<file path="src/rtl/onehot_rr_arbiter_pkg.sv">
// rtl/onehot_rr_arbiter_pkg.sv - shared requester count, pointer width and FSM state type
package onehot_rr_arbiter_pkg;

  localparam int N_REQ = 8;
  localparam int PTR_W = $clog2(N_REQ);

  typedef enum logic {
    IDLE = 1'b0,
    BUSY = 1'b1
  } state_t;

endpackage

</file>
<file path="src/rtl/onehot_rr_arbiter_if.sv">
// rtl/onehot_rr_arbiter_if.sv - request/grant bundle between requesters and the arbiter
interface onehot_rr_arbiter_if;
  import onehot_rr_arbiter_pkg::*;

  logic [N_REQ-1:0] req;
  logic             done;
  logic [N_REQ-1:0] grant;
  logic             grant_valid;
  logic             timeout;

  modport master (
    output req, done,
    input  grant, grant_valid, timeout
  );

  modport slave (
    input  req, done,
    output grant, grant_valid, timeout
  );

endinterface

</file>
<file path="src/rtl/onehot_rr_arbiter_rr_pick.sv">
// rtl/onehot_rr_arbiter_rr_pick.sv - combinational round-robin pick starting after last_ptr
module rr_pick
  import onehot_rr_arbiter_pkg::*;
(
  input  logic [N_REQ-1:0] req,
  input  logic [PTR_W-1:0] last_ptr,
  output logic [N_REQ-1:0] pick,
  output logic [PTR_W-1:0] pick_idx,
  output logic             pick_valid
);

  logic [PTR_W-1:0]   start;
  logic [2*N_REQ-1:0] req2;
  logic [N_REQ-1:0]   rot;
  logic [PTR_W-1:0]   rot_idx;

  // N_REQ is a power of two, so pointer arithmetic wraps modulo N_REQ for free
  assign start = last_ptr + PTR_W'(1);
  assign req2  = {req, req};
  assign rot   = N_REQ'(req2 >> start);

  always_comb begin
    rot_idx = '0;
    for (int i = N_REQ - 1; i >= 0; i--) begin
      if (rot[i]) rot_idx = PTR_W'(i);
    end
  end

  assign pick_idx   = rot_idx + start;
  assign pick_valid = |req;
  assign pick       = pick_valid ? (N_REQ'(1) << pick_idx) : '0;

endmodule

</file>
<file path="src/rtl/onehot_rr_arbiter.sv">
// rtl/onehot_rr_arbiter.sv - round-robin arbiter with registered one-hot grant and hold timeout
module onehot_rr_arbiter
  import onehot_rr_arbiter_pkg::*;
#(
  parameter int N        = N_REQ,
  parameter int MAX_HOLD = 16,
  parameter int CW       = 5
) (
  input  logic                clk,
  input  logic                rst_n,
  onehot_rr_arbiter_if.slave  bus
);

  state_t           state, state_nxt;
  logic [CW-1:0]    hold_cnt, hold_nxt;
  logic [PTR_W-1:0] last_ptr, last_nxt;
  logic [PTR_W-1:0] owner, owner_nxt;
  logic [N-1:0]     grant_q, grant_nxt;
  logic             grant_valid_q, grant_valid_nxt;
  logic             timeout_q, timeout_nxt;

  logic [N-1:0]     pick;
  logic [PTR_W-1:0] pick_idx;
  logic             pick_valid;
  logic             rel_done, rel_drop, rel_hold, rel_any;

  rr_pick u_pick (
    .req        (bus.req),
    .last_ptr   (last_ptr),
    .pick       (pick),
    .pick_idx   (pick_idx),
    .pick_valid (pick_valid)
  );

  assign rel_done = bus.done;
  assign rel_drop = !bus.req[owner];
  assign rel_hold = (hold_cnt == CW'(MAX_HOLD - 1));
  assign rel_any  = rel_done || rel_drop || rel_hold;

  always_ff @(posedge clk or negedge rst_n) begin
    if (!rst_n) begin
      state         <= IDLE;
      hold_cnt      <= '0;
      last_ptr      <= PTR_W'(N - 1);
      owner         <= '0;
      grant_q       <= '0;
      grant_valid_q <= 1'b0;
      timeout_q     <= 1'b0;
    end else begin
      state         <= state_nxt;
      hold_cnt      <= hold_nxt;
      last_ptr      <= last_nxt;
      owner         <= owner_nxt;
      grant_q       <= grant_nxt;
      grant_valid_q <= grant_valid_nxt;
      timeout_q     <= timeout_nxt;
    end
  end

  always_comb begin
    state_nxt = state;
    case (state)
      IDLE:    if (pick_valid) state_nxt = BUSY;
      BUSY:    if (rel_any)    state_nxt = IDLE;
      default: state_nxt = IDLE;
    endcase
  end

  // Release always passes through IDLE, which enforces the one-cycle gap between grants
  always_comb begin
    hold_nxt    = hold_cnt;
    last_nxt    = last_ptr;
    owner_nxt   = owner;
    grant_nxt   = '0;
    timeout_nxt = 1'b0;
    case (state)
      IDLE: begin
        if (pick_valid) begin
          grant_nxt = pick;
          owner_nxt = pick_idx;
          hold_nxt  = '0;
        end
      end
      BUSY: begin
        if (rel_any) begin
          last_nxt    = owner;
          timeout_nxt = rel_hold && !rel_done && !rel_drop;
        end else begin
          grant_nxt = grant_q;
          hold_nxt  = hold_cnt + CW'(1);
        end
      end
      default: ;
    endcase
    grant_valid_nxt = |grant_nxt;
  end

  assign bus.grant       = grant_q;
  assign bus.grant_valid = grant_valid_q;
  assign bus.timeout     = timeout_q;

  a_grant_onehot: assert property (@(posedge clk) disable iff (!rst_n)
    $onehot0(bus.grant) && (bus.grant_valid == |bus.grant));

endmodule

</file>
<file path="src/flat_wrapper.sv">
// flat-port wrapper written by rule: the top's interface ports become plain ports
module onehot_rr_arbiter_flat import onehot_rr_arbiter_pkg::*;
#(
  parameter int N        = N_REQ,
  parameter int MAX_HOLD = 16,
  parameter int CW       = 5
)
  (clk, rst_n, bus_req, bus_done, bus_grant, bus_grant_valid, bus_timeout);
  onehot_rr_arbiter_if bus_i ();
  input  logic clk;
  input  logic rst_n;
  input wire logic [$bits(bus_i.req)-1:0] bus_req;
  input wire logic [$bits(bus_i.done)-1:0] bus_done;
  output wire logic [$bits(bus_i.grant)-1:0] bus_grant;
  output wire logic [$bits(bus_i.grant_valid)-1:0] bus_grant_valid;
  output wire logic [$bits(bus_i.timeout)-1:0] bus_timeout;
  assign bus_i.req = bus_req;
  assign bus_i.done = bus_done;
  assign bus_grant = bus_i.grant;
  assign bus_grant_valid = bus_i.grant_valid;
  assign bus_timeout = bus_i.timeout;
  onehot_rr_arbiter #(.N(N), .MAX_HOLD(MAX_HOLD), .CW(CW)) u_core (.clk(clk), .rst_n(rst_n), .bus(bus_i));
endmodule
</file>
<file path="config.mk">
export PLATFORM = sky130hd
export DESIGN_NAME = onehot_rr_arbiter_flat
export DESIGN_NICKNAME = d
export VERILOG_FILES = /design/src/rtl/onehot_rr_arbiter_pkg.sv /design/src/rtl/onehot_rr_arbiter_if.sv /design/src/rtl/onehot_rr_arbiter_rr_pick.sv /design/src/rtl/onehot_rr_arbiter.sv /design/src/flat_wrapper.sv
export SDC_FILE = /design/constraint.sdc
export NUM_CORES = 1
export LEC_CHECK = 0
export BUFFER_PORTS_ARGS = -buffer_cell sky130_fd_sc_hd__buf_2
export CORE_UTILIZATION = 50
export DETAILED_ROUTE_END_ITERATION = 10
export PLACE_DENSITY_LB_ADDON = 0.15
export SYNTH_ARGS = -nofsm -noshare
export SYNTH_HDL_FRONTEND = slang
export SYNTH_HIERARCHICAL = 1
export SYNTH_SLANG_ARGS = --single-unit
</file>
<file path="constraint.sdc">
create_clock -name clk -period 6.2 [get_ports clk]
set_input_delay 0.31 -clock clk [delete_from_list [all_inputs] [get_ports clk]]
set_output_delay 0.31 -clock clk [all_outputs]
set_load 0.02 [all_outputs]
</file>
==> insert_results.sql <==
INSERT INTO impl_metrics (metric_group, metric, value, unit) VALUES
('clocking', 'worst_skew_pair.late_latency', '0.26', 'ns'),
('drt', 'vias', '1654', ''),
('floorplan', 'initial_core_util', '0.525', ''),
('layout', 'syn2layout_area_growth', '5.77', '%'),
('critical_path', 'setup.worst_path.end_class', 'flop', ''),
('clocking', 'cts_resized', '0', ''),
('critical_path', 'criticalPathCategory', 'flop to flop', ''),
('timing', 'timing_hold_violations_final', '0', ''),
('timing', 'min_period', '4.82', 'ns'),
('run_status', 'outcome', 'finished clean', ''),
('critical_path', 'timing.critical_path.buf_inv', '1', ''),
('logic_synthesis', 'ys_ff_latch', '22', ''),
('logic_synthesis', 'netlist_instances', '213', ''),
('clocking', 'cts-htree-levels', '1', ''),
('placement', 'gpl.final_weighted_congestion', '0.866', ''),
('critical_path', 'worst-path-stages', '16', ''),
('logic_synthesis', 'avgSynthCellArea', '9.16', 'um^2'),
('critical_path', 'crit_path_cell_trace', 'ha_1 -> nor2_1 -> a32o_1 -> a2111oi_0 -> a31oi_1 -> nor3_1 -> a221o_1 -> ha_1 -> inv_1 -> fa_1 -> xnor2_1 -> and4_1 -> nor3_2 -> nor4_1 -> a21oi_1 -> a21o_1', ''),
('clocking', 'clock_sink_count', '22', ''),
('timing', 'setup_viol', '0', ''),
('critical_path', 'worstRegToRegCells', '16', ''),
('critical_path', 'cp_data_required_time', '6.36', 'ns'),
('logic_synthesis', 'netlist_top_cells_area', 'sky130_fd_sc_hd__dfrtp_1 (24%), sky130_fd_sc_hd__mux2i_1 (6.2%), sky130_fd_sc_hd__mux4_2 (4.6%), sky130_fd_sc_hd__dfstp_2 (4.0%), sky130_fd_sc_hd__nand2_1 (3.7%)', ''),
('clocking', 'clk_path_buf_depth', '2', ''),
('logic_synthesis', 'post_synth_most_frequent_cells', 'sky130_fd_sc_hd__dfrtp_1 (19), sky130_fd_sc_hd__nand2_1 (19), sky130_fd_sc_hd__nor2_1 (15)', ''),
('logic_synthesis', 'synth.distinct_cells', '58', ''),
('worst_hold_path', 'worstHoldPathType', 'input pin to asynchronous set/reset pin', ''),
('layout', 'num_antenna_cells', '0', ''),
('drt', 'via_per_inst', '6.13', ''),
('logic_synthesis', 'synth_enable_flop_cells', '0', ''),
('clocking', 'cts_hold_buf', '0', ''),
('logic_synthesis', 'syn-cell-area', '1950', 'um^2'),
('timing', 'skew', '0.00502', 'ns'),
('logic_synthesis', 'synth_seq_area_share', '0.284', ''),
('global_route', 'first_global_vias', '1528', ''),
('floorplan', 'floorplan.rows', '22', ''),
('logic_synthesis', 'synth_fp_nets', '229', ''),
('critical_path', 'critPathArrivalTime', '4.98', 'ns'),
('timing', 'rsz0062_at_grt', 'false', ''),
('placement', 'port-buffer-count', '20', ''),
('floorplan', 'die_width', '64.5', 'um'),
('global_route', 'grt_max_degree', '32', ''),
('critical_path', 'cp_slowest_stage_delay', '0.82', 'ns'),
('global_route', 'wire_length_of_the_first_global_routing_pass', '7250', 'um'),
('layout', 'postLayoutCellArea', '2060', 'um^2'),
('placement', 'post_dp_cell_area', '2010', 'um^2'),
('clocking', 'cts-buffers-inserted', '3', ''),
('drt', 'route.antenna.remaining_nets', '0', ''),
('floorplan', 'design.die.area', '4160', 'um^2'),
('job', 'cap_viol_max_count', '0', ''),
('floorplan', 'core-area', '3720', 'um^2'),
('timing', 'fmaxAchievable', '207', 'MHz'),
('global_route', 'gr-usage-all-layers', '0.219', ''),
('timing', 'layout_worst_path_cycle_share', '0.777', ''),
('drt', 'route.final.wire_length', '4190', 'um'),
('clocking', 'tritoncts', 'yes', ''),
('layout', 'layout_cells_sized_above_1', '0.221', ''),
('layout', 'finish.net_count', '239', ''),
('floorplan', 'floorplan.io_pins', '21', ''),
('critical_path', 'crit_path_top_delay_cell', 'sky130_fd_sc_hd__ha_1', ''),
('logic_synthesis', 'synth_largest_area_cell', 'sky130_fd_sc_hd__dfrtp_1', ''),
('drt', 'avgRoutedWirePerCell', '15.5', 'um'),
('critical_path', 'path_common_cell', 'sky130_fd_sc_hd__ha_1', ''),
('global_route', 'grt_antenna_before_repair', '0', ''),
('placement', 'dp_hpwl', '3040', 'um'),
('floorplan', 'dieHeight', '64.5', 'um'),
('logic_synthesis', 'synthDominantCellAreaShare', '0.244', ''),
('drt', 'post-route-drc-count', '0', ''),
('drt', 'drt-initial-drc-count', '105', ''),
('timing', 'final-max-slew-violation-count', '0', ''),
('logic_synthesis', 'most_used_flip_flop_cell_after_synthesis', 'sky130_fd_sc_hd__dfrtp_1', '');
## final timing paths
kind,start,slack (ns),to
max in group asynchronous,rst_n,5.84,u_core/last_ptr[0]
setup reg to reg,u_core/last_ptr[0],1.38,u_core/bus.grant_valid
min in group clk,bus_done,0.39,u_core/hold_cnt[1]
hold reg to reg,u_core/hold_cnt[2],0.49,u_core/hold_cnt[2]
setup / recovery,u_core/last_ptr[0],1.38,u_core/bus.grant_valid
hold / removal,rst_n,0.002,u_core/bus.grant[4]
## layer usage
metal / vias up / global-route usage / part of all wire
met1: 797 / 0.318 / 0.47
li1: 814 / - / -
met2: 41 / 0.358 / 0.49
met5: - / 0 / 0
met3: 2 / 0.0264 / 0.042
met4: 0 / 0.0278 / 0.0017
## layout make-up
cell class,count,area [um^2]
Timing Repair Buffer,21,108
Clock buffer,4,55.1
Fill cell,339,1650
Tap cell,48,60.1
Inverter,9,33.8
Sequential cell,22,554
Multi-Input combinational cell,166,1250
## through the flow
| stage | setup slack, ns | instances | hold WS, ns | utilization |
|---|---|---|---|---|
| floorplan | 2.41 | 213 | 0.0144 | - |
| global placement | 1.50 | 266 | 0.288 | 0.541 |
| detailed placement | 1.41 | 266 | 0.299 | 0.541 |
| CTS | 1.38 | 270 | 0.0150 | 0.556 |
| global route | 0.795 | 270 | 0.0423 | 0.556 |
| finish | 1.38 | 270 | 0.00194 | 0.556 |
## cell usage in the layout, fill, tap and decap left out, types with 5 or more instances in the layout
| master | netlist | layout |
|---|---|---|
| sky130_fd_sc_hd__o211ai_1 | 6 | 6 |
| sky130_fd_sc_hd__nor4_1 | 6 | 6 |
| sky130_fd_sc_hd__buf_2 | 6 | 20 |
| sky130_fd_sc_hd__inv_1 | 9 | 9 |
| sky130_fd_sc_hd__nand2_1 | 19 | 19 |
| sky130_fd_sc_hd__a21oi_1 | 6 | 6 |
| sky130_fd_sc_hd__dfrtp_1 | 19 | 19 |
| sky130_fd_sc_hd__nand2b_1 | 5 | 5 |
| sky130_fd_sc_hd__o21ai_0 | 9 | 9 |
| sky130_fd_sc_hd__nor2_1 | 15 | 15 |
| sky130_fd_sc_hd__mux2i_1 | 12 | 12 |
| sky130_fd_sc_hd__nor2b_1 | 5 | 5 |
| sky130_fd_sc_hd__a22o_1 | 8 | 8 |
| sky130_fd_sc_hd__nor3_1 | 7 | 7 |
## state kept, by name, indices dropped and copies added (netlist names)
name                    flops
u_core/state                1
u_core/bus.timeout          1
u_core/hold_cnt             5
u_core/bus.grant_valid      1
u_core/bus.grant            8
u_core/owner                3
u_core/last_ptr             3
## cell families (layout without fill, tap and decap cells)
logic type / Yosys count / after routing / share of synthesized area
simple gates: 86 / 86 / 0.249
compound gates: 53 / 53 / 0.215
buf+inv: 25 / 34 / 0.0737
flops: 22 / 22 / 0.284
mux: 19 / 19 / 0.125
fa+ha+maj: 5 / 5 / 0.0359
xor+xnor: 3 / 3 / 0.0173
Power is left out: the tool's default activity adds up to more than one toggle a clock period on the data nets, which glitch-free logic cannot reach.
